`src/rtl/sk6812_pkg.sv`:
```
// SK6812 receiver shared definitions: register map,
// STATUS/CTRL bit positions and decoder state encoding.
package sk6812_pkg;

  localparam logic [1:0] REG_DATA   = 2'd0;
  localparam logic [1:0] REG_STATUS = 2'd1;
  localparam logic [1:0] REG_CTRL   = 2'd2;
  localparam logic [1:0] REG_FLEN   = 2'd3;

  localparam int ST_EMPTY = 0;
  localparam int ST_FRAME = 1;
  localparam int ST_ERR   = 2;
  localparam int ST_OVF   = 3;
  localparam int ST_CNT   = 16;

  localparam int CT_EN        = 0;
  localparam int CT_IRQ_DATA  = 1;
  localparam int CT_IRQ_FRAME = 2;

  typedef enum logic [1:0] {
    S_SYNC      = 2'd0,
    S_WAIT_HIGH = 2'd1,
    S_MEAS_HIGH = 2'd2
  } dec_state_t;

endpackage

```
`src/rtl/sync_fifo.sv`:
```
// Single-clock word FIFO; a pop makes room for a
// simultaneous push even when full.
module sync_fifo #(
  parameter int WIDTH = 32,
  parameter int DEPTH = 8
) (
  input  logic                       clk,
  input  logic                       rst,
  input  logic                       push,
  input  logic                       pop,
  input  logic [WIDTH-1:0]           wdata,
  output logic [WIDTH-1:0]           rdata,
  output logic                       full,
  output logic                       empty,
  output logic [$clog2(DEPTH):0]     count
);
  import sk6812_pkg::*;

  localparam int AW = $clog2(DEPTH);
  localparam int CW = AW + 1;

  logic [WIDTH-1:0] mem [DEPTH];
  logic [AW-1:0]    wp;
  logic [AW-1:0]    rp;
  logic             do_push;
  logic             do_pop;

  assign full    = (count == CW'(DEPTH));
  assign empty   = (count == '0);
  assign do_pop  = pop & ~empty;
  assign do_push = push & (~full | do_pop);
  assign rdata   = mem[rp];

  always_ff @(posedge clk) begin
    if (do_push) mem[wp] <= wdata;
  end

  always_ff @(posedge clk) begin
    if (!rst) begin
      wp    <= '0;
      rp    <= '0;
      count <= '0;
    end else begin
      if (do_push) wp <= wp + AW'(1);
      if (do_pop)  rp <= rp + AW'(1);
      unique case ({do_push, do_pop})
        2'b10:   count <= count + CW'(1);
        2'b01:   count <= count - CW'(1);
        default: count <= count;
      endcase
    end
  end

endmodule

```
`src/rtl/wb_sk6812_rx.sv`:
```
// SK6812 single-wire receiver with a Wishbone slave:
// pulse-width decoder, word FIFO, sticky status, IRQ.
module wb_sk6812_rx #(
  parameter int T_THRESH   = 23,
  parameter int T_HMAX     = 75,
  parameter int T_RESET    = 4000,
  parameter int FIFO_DEPTH = 8
) (
  input  logic        clk,
  input  logic        rst,
  input  logic [31:0] wb_adr_i,
  input  logic [31:0] wb_dat_i,
  output logic [31:0] wb_dat_o,
  input  logic [3:0]  wb_sel_i,
  input  logic        wb_stb_i,
  input  logic        wb_cyc_i,
  input  logic        wb_we_i,
  output logic        wb_ack_o,
  input  logic        din,
  output logic        intr
);
  import sk6812_pkg::*;

  localparam int LW = $clog2(T_RESET + 1);
  localparam int HW = $clog2(T_HMAX + 2);
  localparam int CW = $clog2(FIFO_DEPTH) + 1;
  localparam logic [LW-1:0] L_MAX  = LW'(T_RESET);
  localparam logic [LW-1:0] L_LAST = LW'(T_RESET - 1);
  localparam logic [HW-1:0] H_MAX  = HW'(T_HMAX);
  localparam logic [HW-1:0] H_THR  = HW'(T_THRESH);

  logic [1:0]    sync_q;
  logic          din_s;
  dec_state_t    state, state_d;
  logic [LW-1:0] lcnt, lcnt_d;
  logic [HW-1:0] hcnt, hcnt_d;
  logic          bit_ev, latch, glitch;
  logic [31:0]   sreg;
  logic [4:0]    bcnt;
  logic [7:0]    wcnt, frame_len;
  logic          push_req;
  logic          ovf, err, frame;
  logic [2:0]    ctrl;
  logic          en;
  logic          fifo_full, fifo_empty;
  logic [CW-1:0] fifo_cnt;
  logic [31:0]   fifo_dout;
  logic          req, wr, rd, pop, wr_status;
  logic [1:0]    adr;
  logic [31:0]   rdata;
  logic          ovf_set, err_set;
  logic          unused;

  assign unused = ^{wb_adr_i[31:4], wb_adr_i[1:0],
                    wb_sel_i, wb_dat_i[31:4]};

  assign din_s     = sync_q[1];
  assign en        = ctrl[CT_EN];
  assign adr       = wb_adr_i[3:2];
  assign req       = wb_stb_i & wb_cyc_i & ~wb_ack_o;
  assign wr        = req & wb_we_i;
  assign rd        = req & ~wb_we_i;
  assign wr_status = wr & (adr == REG_STATUS);
  assign pop       = rd & (adr == REG_DATA) & ~fifo_empty;
  assign ovf_set   = push_req & fifo_full & ~pop;
  assign err_set   = glitch | (latch & (bcnt != 5'd0));

  always_comb begin
    state_d = state;
    lcnt_d  = lcnt;
    hcnt_d  = hcnt;
    bit_ev  = 1'b0;
    latch   = 1'b0;
    glitch  = 1'b0;
    unique case (state)
      S_SYNC: begin
        if (din_s) begin
          lcnt_d = '0;
        end else if (lcnt == L_LAST) begin
          // enter idle already saturated: no latch until a pulse
          lcnt_d  = L_MAX;
          state_d = S_WAIT_HIGH;
        end else begin
          lcnt_d = lcnt + LW'(1);
        end
      end
      S_WAIT_HIGH: begin
        if (din_s) begin
          // the edge cycle is the first high cycle
          hcnt_d  = HW'(1);
          lcnt_d  = '0;
          state_d = S_MEAS_HIGH;
        end else if (lcnt != L_MAX) begin
          lcnt_d = lcnt + LW'(1);
          latch  = (lcnt == L_LAST);
        end
      end
      S_MEAS_HIGH: begin
        if (!din_s) begin
          bit_ev  = 1'b1;
          lcnt_d  = LW'(1);
          state_d = S_WAIT_HIGH;
        end else if (hcnt == H_MAX) begin
          glitch  = 1'b1;
          lcnt_d  = '0;
          state_d = S_SYNC;
        end else begin
          hcnt_d = hcnt + HW'(1);
        end
      end
      default: state_d = S_SYNC;
    endcase
    if (!en) begin
      state_d = S_SYNC;
      lcnt_d  = '0;
      hcnt_d  = '0;
      bit_ev  = 1'b0;
      latch   = 1'b0;
      glitch  = 1'b0;
    end
  end

  always_ff @(posedge clk) begin
    if (!rst) begin
      state <= S_SYNC;
      lcnt  <= '0;
      hcnt  <= '0;
    end else begin
      state <= state_d;
      lcnt  <= lcnt_d;
      hcnt  <= hcnt_d;
    end
  end

  always_ff @(posedge clk) begin
    if (!rst) begin
      sync_q    <= '0;
      sreg      <= '0;
      bcnt      <= '0;
      wcnt      <= '0;
      frame_len <= '0;
      push_req  <= 1'b0;
    end else begin
      sync_q   <= {sync_q[0], din};
      push_req <= 1'b0;
      if (!en) begin
        sreg <= '0;
        bcnt <= '0;
        wcnt <= '0;
      end else if (latch) begin
        frame_len <= wcnt;
        wcnt      <= '0;
        bcnt      <= '0;
        sreg      <= '0;
      end else if (glitch) begin
        bcnt <= '0;
        sreg <= '0;
      end else if (bit_ev) begin
        sreg <= {sreg[30:0], hcnt >= H_THR};
        if (bcnt == 5'd31) begin
          bcnt     <= '0;
          push_req <= 1'b1;
          if (wcnt != 8'hFF) wcnt <= wcnt + 8'd1;
        end else begin
          bcnt <= bcnt + 5'd1;
        end
      end
    end
  end

  sync_fifo #(
    .WIDTH (32),
    .DEPTH (FIFO_DEPTH)
  ) u_fifo (
    .clk   (clk),
    .rst   (rst),
    .push  (push_req),
    .pop   (pop),
    .wdata (sreg),
    .rdata (fifo_dout),
    .full  (fifo_full),
    .empty (fifo_empty),
    .count (fifo_cnt)
  );

  always_comb begin
    rdata = '0;
    unique case (1'b1)
      adr == REG_DATA:
        rdata = fifo_empty ? '0 : fifo_dout;
      adr == REG_STATUS: begin
        rdata[ST_CNT +: 4] = 4'(fifo_cnt);
        rdata[ST_OVF]      = ovf;
        rdata[ST_ERR]      = err;
        rdata[ST_FRAME]    = frame;
        rdata[ST_EMPTY]    = fifo_empty;
      end
      adr == REG_CTRL:
        rdata[2:0] = ctrl;
      default:
        rdata[7:0] = frame_len;
    endcase
  end

  always_ff @(posedge clk) begin
    if (!rst) begin
      wb_ack_o <= 1'b0;
      wb_dat_o <= '0;
      ctrl     <= '0;
      ovf      <= 1'b0;
      err      <= 1'b0;
      frame    <= 1'b0;
      intr     <= 1'b0;
    end else begin
      wb_ack_o <= req;
      if (rd)      wb_dat_o <= rdata;
      else if (wr) wb_dat_o <= '0;
      if (wr && adr == REG_CTRL) ctrl <= wb_dat_i[2:0];
      ovf   <= (ovf & ~(wr_status & wb_dat_i[ST_OVF]))
               | ovf_set;
      err   <= (err & ~(wr_status & wb_dat_i[ST_ERR]))
               | err_set;
      frame <= (frame & ~(wr_status & wb_dat_i[ST_FRAME]))
               | latch;
      intr  <= (ctrl[CT_IRQ_DATA] & ~fifo_empty)
               | (ctrl[CT_IRQ_FRAME] & frame);
    end
  end

endmodule
```
`config.mk`:
```
export PLATFORM = sky130hd
export DESIGN_NAME = wb_sk6812_rx
export DESIGN_NICKNAME = d
export VERILOG_FILES = /design/src/rtl/sk6812_pkg.sv /design/src/rtl/sync_fifo.sv /design/src/rtl/wb_sk6812_rx.sv
export SDC_FILE = /design/constraint.sdc
export NUM_CORES = 1
export LEC_CHECK = 0
export ABC_AREA = 1
export BUFFER_PORTS_ARGS = -buffer_cell sky130_fd_sc_hd__buf_2
export CAP_MARGIN = 20
export CELL_PAD_IN_SITES_DETAIL_PLACEMENT = 0
export CELL_PAD_IN_SITES_GLOBAL_PLACEMENT = 1
export CORE_MARGIN = 5
export CORE_UTILIZATION = 50
export CTS_CLUSTER_DIAMETER = 200
export DETAILED_ROUTE_END_ITERATION = 6
export PLACE_DENSITY_LB_ADDON = 0.15
export SYNTH_ARGS = -nofsm -noshare
export SYNTH_HDL_FRONTEND = slang
export SYNTH_SLANG_ARGS = --single-unit
```
`constraint.sdc`:
```
create_clock -name clk -period 9.44 [get_ports clk]
set_clock_uncertainty 0.1 [all_clocks]
set_input_delay 0 -clock clk [delete_from_list [all_inputs] [get_ports clk]]
set_output_delay 0 -clock clk [all_outputs]
set_load 0.005 [all_outputs]
```
==> results_dict.tcl <==
set metrics [dict create \
    status "finished, final reports clean" \
    area_delta_synth_final_pct 13.7 \
    grt_max_degree 83 \
    grt_overflow_total 0 \
    drv_cap 0 \
    fin_crit_sh_pct 40.6 \
    maxSlewViolCount 0 \
    num_io_pins 108 \
    ys_seq_area_share_pct 65.0 \
    cp_max_fo 18 \
    maxSlewHeadroom_pct 34.8 \
    vias_per_cell 5.35 \
    synth_top_area_cell "edfxtp_1" \
    critical_path_class "reg -> reg" \
    drc 0 \
    cts_tree "done" \
    fillers 2682 \
    drt_iter0_markers 773 \
    io_buffers 45 \
    diodes 0 \
    p_per_area_nw_per_um2 192 \
    final_nets 1698 \
    gp_congestion 0.784 \
    gr-usage-all-layers_pct 20.8 \
    start_kind "flop" \
    dieArea_um2 35300 \
    tns_ns 0 \
    synth_area_leaders "edfxtp_1 (49%), dfxtp_1 (16%), nand2_1 (7.4%)" \
    postSynthCellCount 1558 \
    yosys_warnings 0 \
    finalSetupViolCount 0 \
    synth_cell_types 41 \
    core_um2 31400 \
    rsz0062_at_grt "false" \
    layout_commonest_cell "nand2_1" \
    multi_input_area_um2 4970 \
    row_count 65 \
    register_area_um2 10300 \
    dp_cells 1949 \
    vdd_drop_max_uv 117 \
    dp_hpwl_um 20900 \
    vias 10900 \
    cts_buffers 41 \
    hold_viol_final 0 \
    power_leakage_nw 6.91 \
    die_h_um 188 \
    htree_levels 2 \
    syn_nets 1646 \
    antenna_left 0 \
    grt_first_pass_wirelength_um 58600 \
    drive_above_1_share_pct 11.3 \
    insertion_delay_ns 0.53 \
    synth_area_um2 15800 \
    layout_common_cells "nand2_1 (314), edfxtp_1 (256), nor2_1 (249)" \
    worst-slew-pin-transition_ns 0.978 \
    wirelength_um 37300 \
    grt_pass1_vias 10500 \
    die_width_um 188 \
    clkSinkCount 386 \
    syn_avg_cell_area_um2 10.2 \
    drt-pass1-iter-count 5 \
    hp-class "in -> reg" \
    initial_core_util_pct 50.4 \
    synth_top_area_share_pct 48.6 \
    timing.hold.ws_ns 0.323 \
    fmax_mhz 261 \
    endpoint_kind "flop" \
    root_buffer "clkbuf_16" \
    stdcell_count 2044 \
    fin_crit_ns 3.83 \
    wl_per_cell_um 18.2 \
    synth_seq_cells 386 \
    critPathArrivalTime_ns 3.92 \
    cp.required_ns 9.53 \
    antenna_found_initial 0 \
    clockBufferDepth 3 \
    clk_pin_slew_ns 0.06 \
]
## worst max-delay path: stages (launching register included)
cell and delay, ns:
dfxtp_1 0.47, nor2_1 0.11, a21oi_2 0.78, nand2_1 0.25, nand3_1 0.13, nand2_1 0.20
inv_2 0.13, nand2_1 0.26, nor2_4 0.61, buf_4 0.45
## cell families after synthesis
group / Yosys count / share of synthesized area, %
flip-flops: 386 / 65.0
XOR/XNOR: 12 / 0.664
adder cells (fa/ha/maj): 14 / 1.11
AND/OR/NAND/NOR: 702 / 18.3
AO/OA/AOI/OAI: 301 / 10.9
buffers and inverters: 143 / 3.98
## final cells by class
cell class,instances,area share [%]
multi-input cells,1029,27.6
well taps,402,2.79
clock inverters,17,1.32
repair buffers,85,3.31
clock buffers,58,6.39
flip-flops and latches,386,57.2
inverters,67,1.41
## worst paths after layout
| check | to | slack [ns] | startpoint | depth (start not counted) |
|---|---|---|---|---|
| max | u_fifo.mem[4][0] | 5.61 | u_fifo.count[1] | 9 |
| min | frame | 0.32 | wb_dat_i[1] | 5 |
| min reg2reg | sync_q[1] | 0.33 | sync_q[0] | 2 |
| max reg2reg | u_fifo.mem[4][0] | 5.61 | u_fifo.count[1] | 9 |
## report_power, final
group          total (mW)  switching, mW  leakage [nW]  internal (mW)
Sequential           1.78        0.00121          4.03           1.78
Clock                1.65          0.638         0.681           1.01
Combinational      0.0308         0.0198          2.20         0.0110
Total                3.46          0.659          6.91           2.80
## state kept, by name, indices dropped and copies added (netlist names), 3 cells and up, named ones only
register	count
hcnt	7
u_fifo.mem	256
bcnt	5
frame_len	8
wcnt	8
wb_dat_o	32
u_fifo.wp	3
sreg	32
ctrl	3
u_fifo.rp	3
u_fifo.count	4
lcnt	12
## routing by layer
| layer | vias up | wire length, um | track usage, % |
|---|---|---|---|
| li1 | 5447 | - | - |
| met1 | 5207 | 17300 | 29.1 |
| met2 | 233 | 17600 | 34.3 |
| met3 | 53 | 1700 | 3.31 |
| met4 | 0 | 673 | 5.08 |
| met5 | - | 0 | 0 |
## stage by stage
step | cell area [um^2] | util [%] | setup slack, ns | total power, mW
2_1_floorplan | 15800 | - | 6.42 | 1.83
3_3_place_gp | 16400 | 52.2 | 5.70 | 1.84
3_5_place_dp | 16400 | 52.3 | 5.65 | 1.84
4_1_cts | 18000 | 57.3 | 5.63 | 3.49
5_1_grt | 18000 | 57.3 | 5.44 | 3.57
6_report | 18000 | 57.3 | 5.61 | 3.46
## synthesized netlist by cell type (all sizes together)
cell type  count
nand3         86
ha            14
clkinv         2
xnor2          1
o21a           2
edfxtp       256
a21oi        112
or2            2
buf           35
nand3b         3
o211ai        28
nor2         263
o21ai        144
xor2          11
nor3          10
nand4         12
inv           65
and3           2
nor3b          1
o21bai         1
o221ai        14
clkbuf        41
dfxtp        130
nand2        323
## timing repair
item,in CTS,in global routing
endpoints found under the hold margin,47,0
gates resized for setup,0,0
buffers inserted,0,0
hold buffers,20,0
No activity file was read; power rests on OpenSTA's default activity.
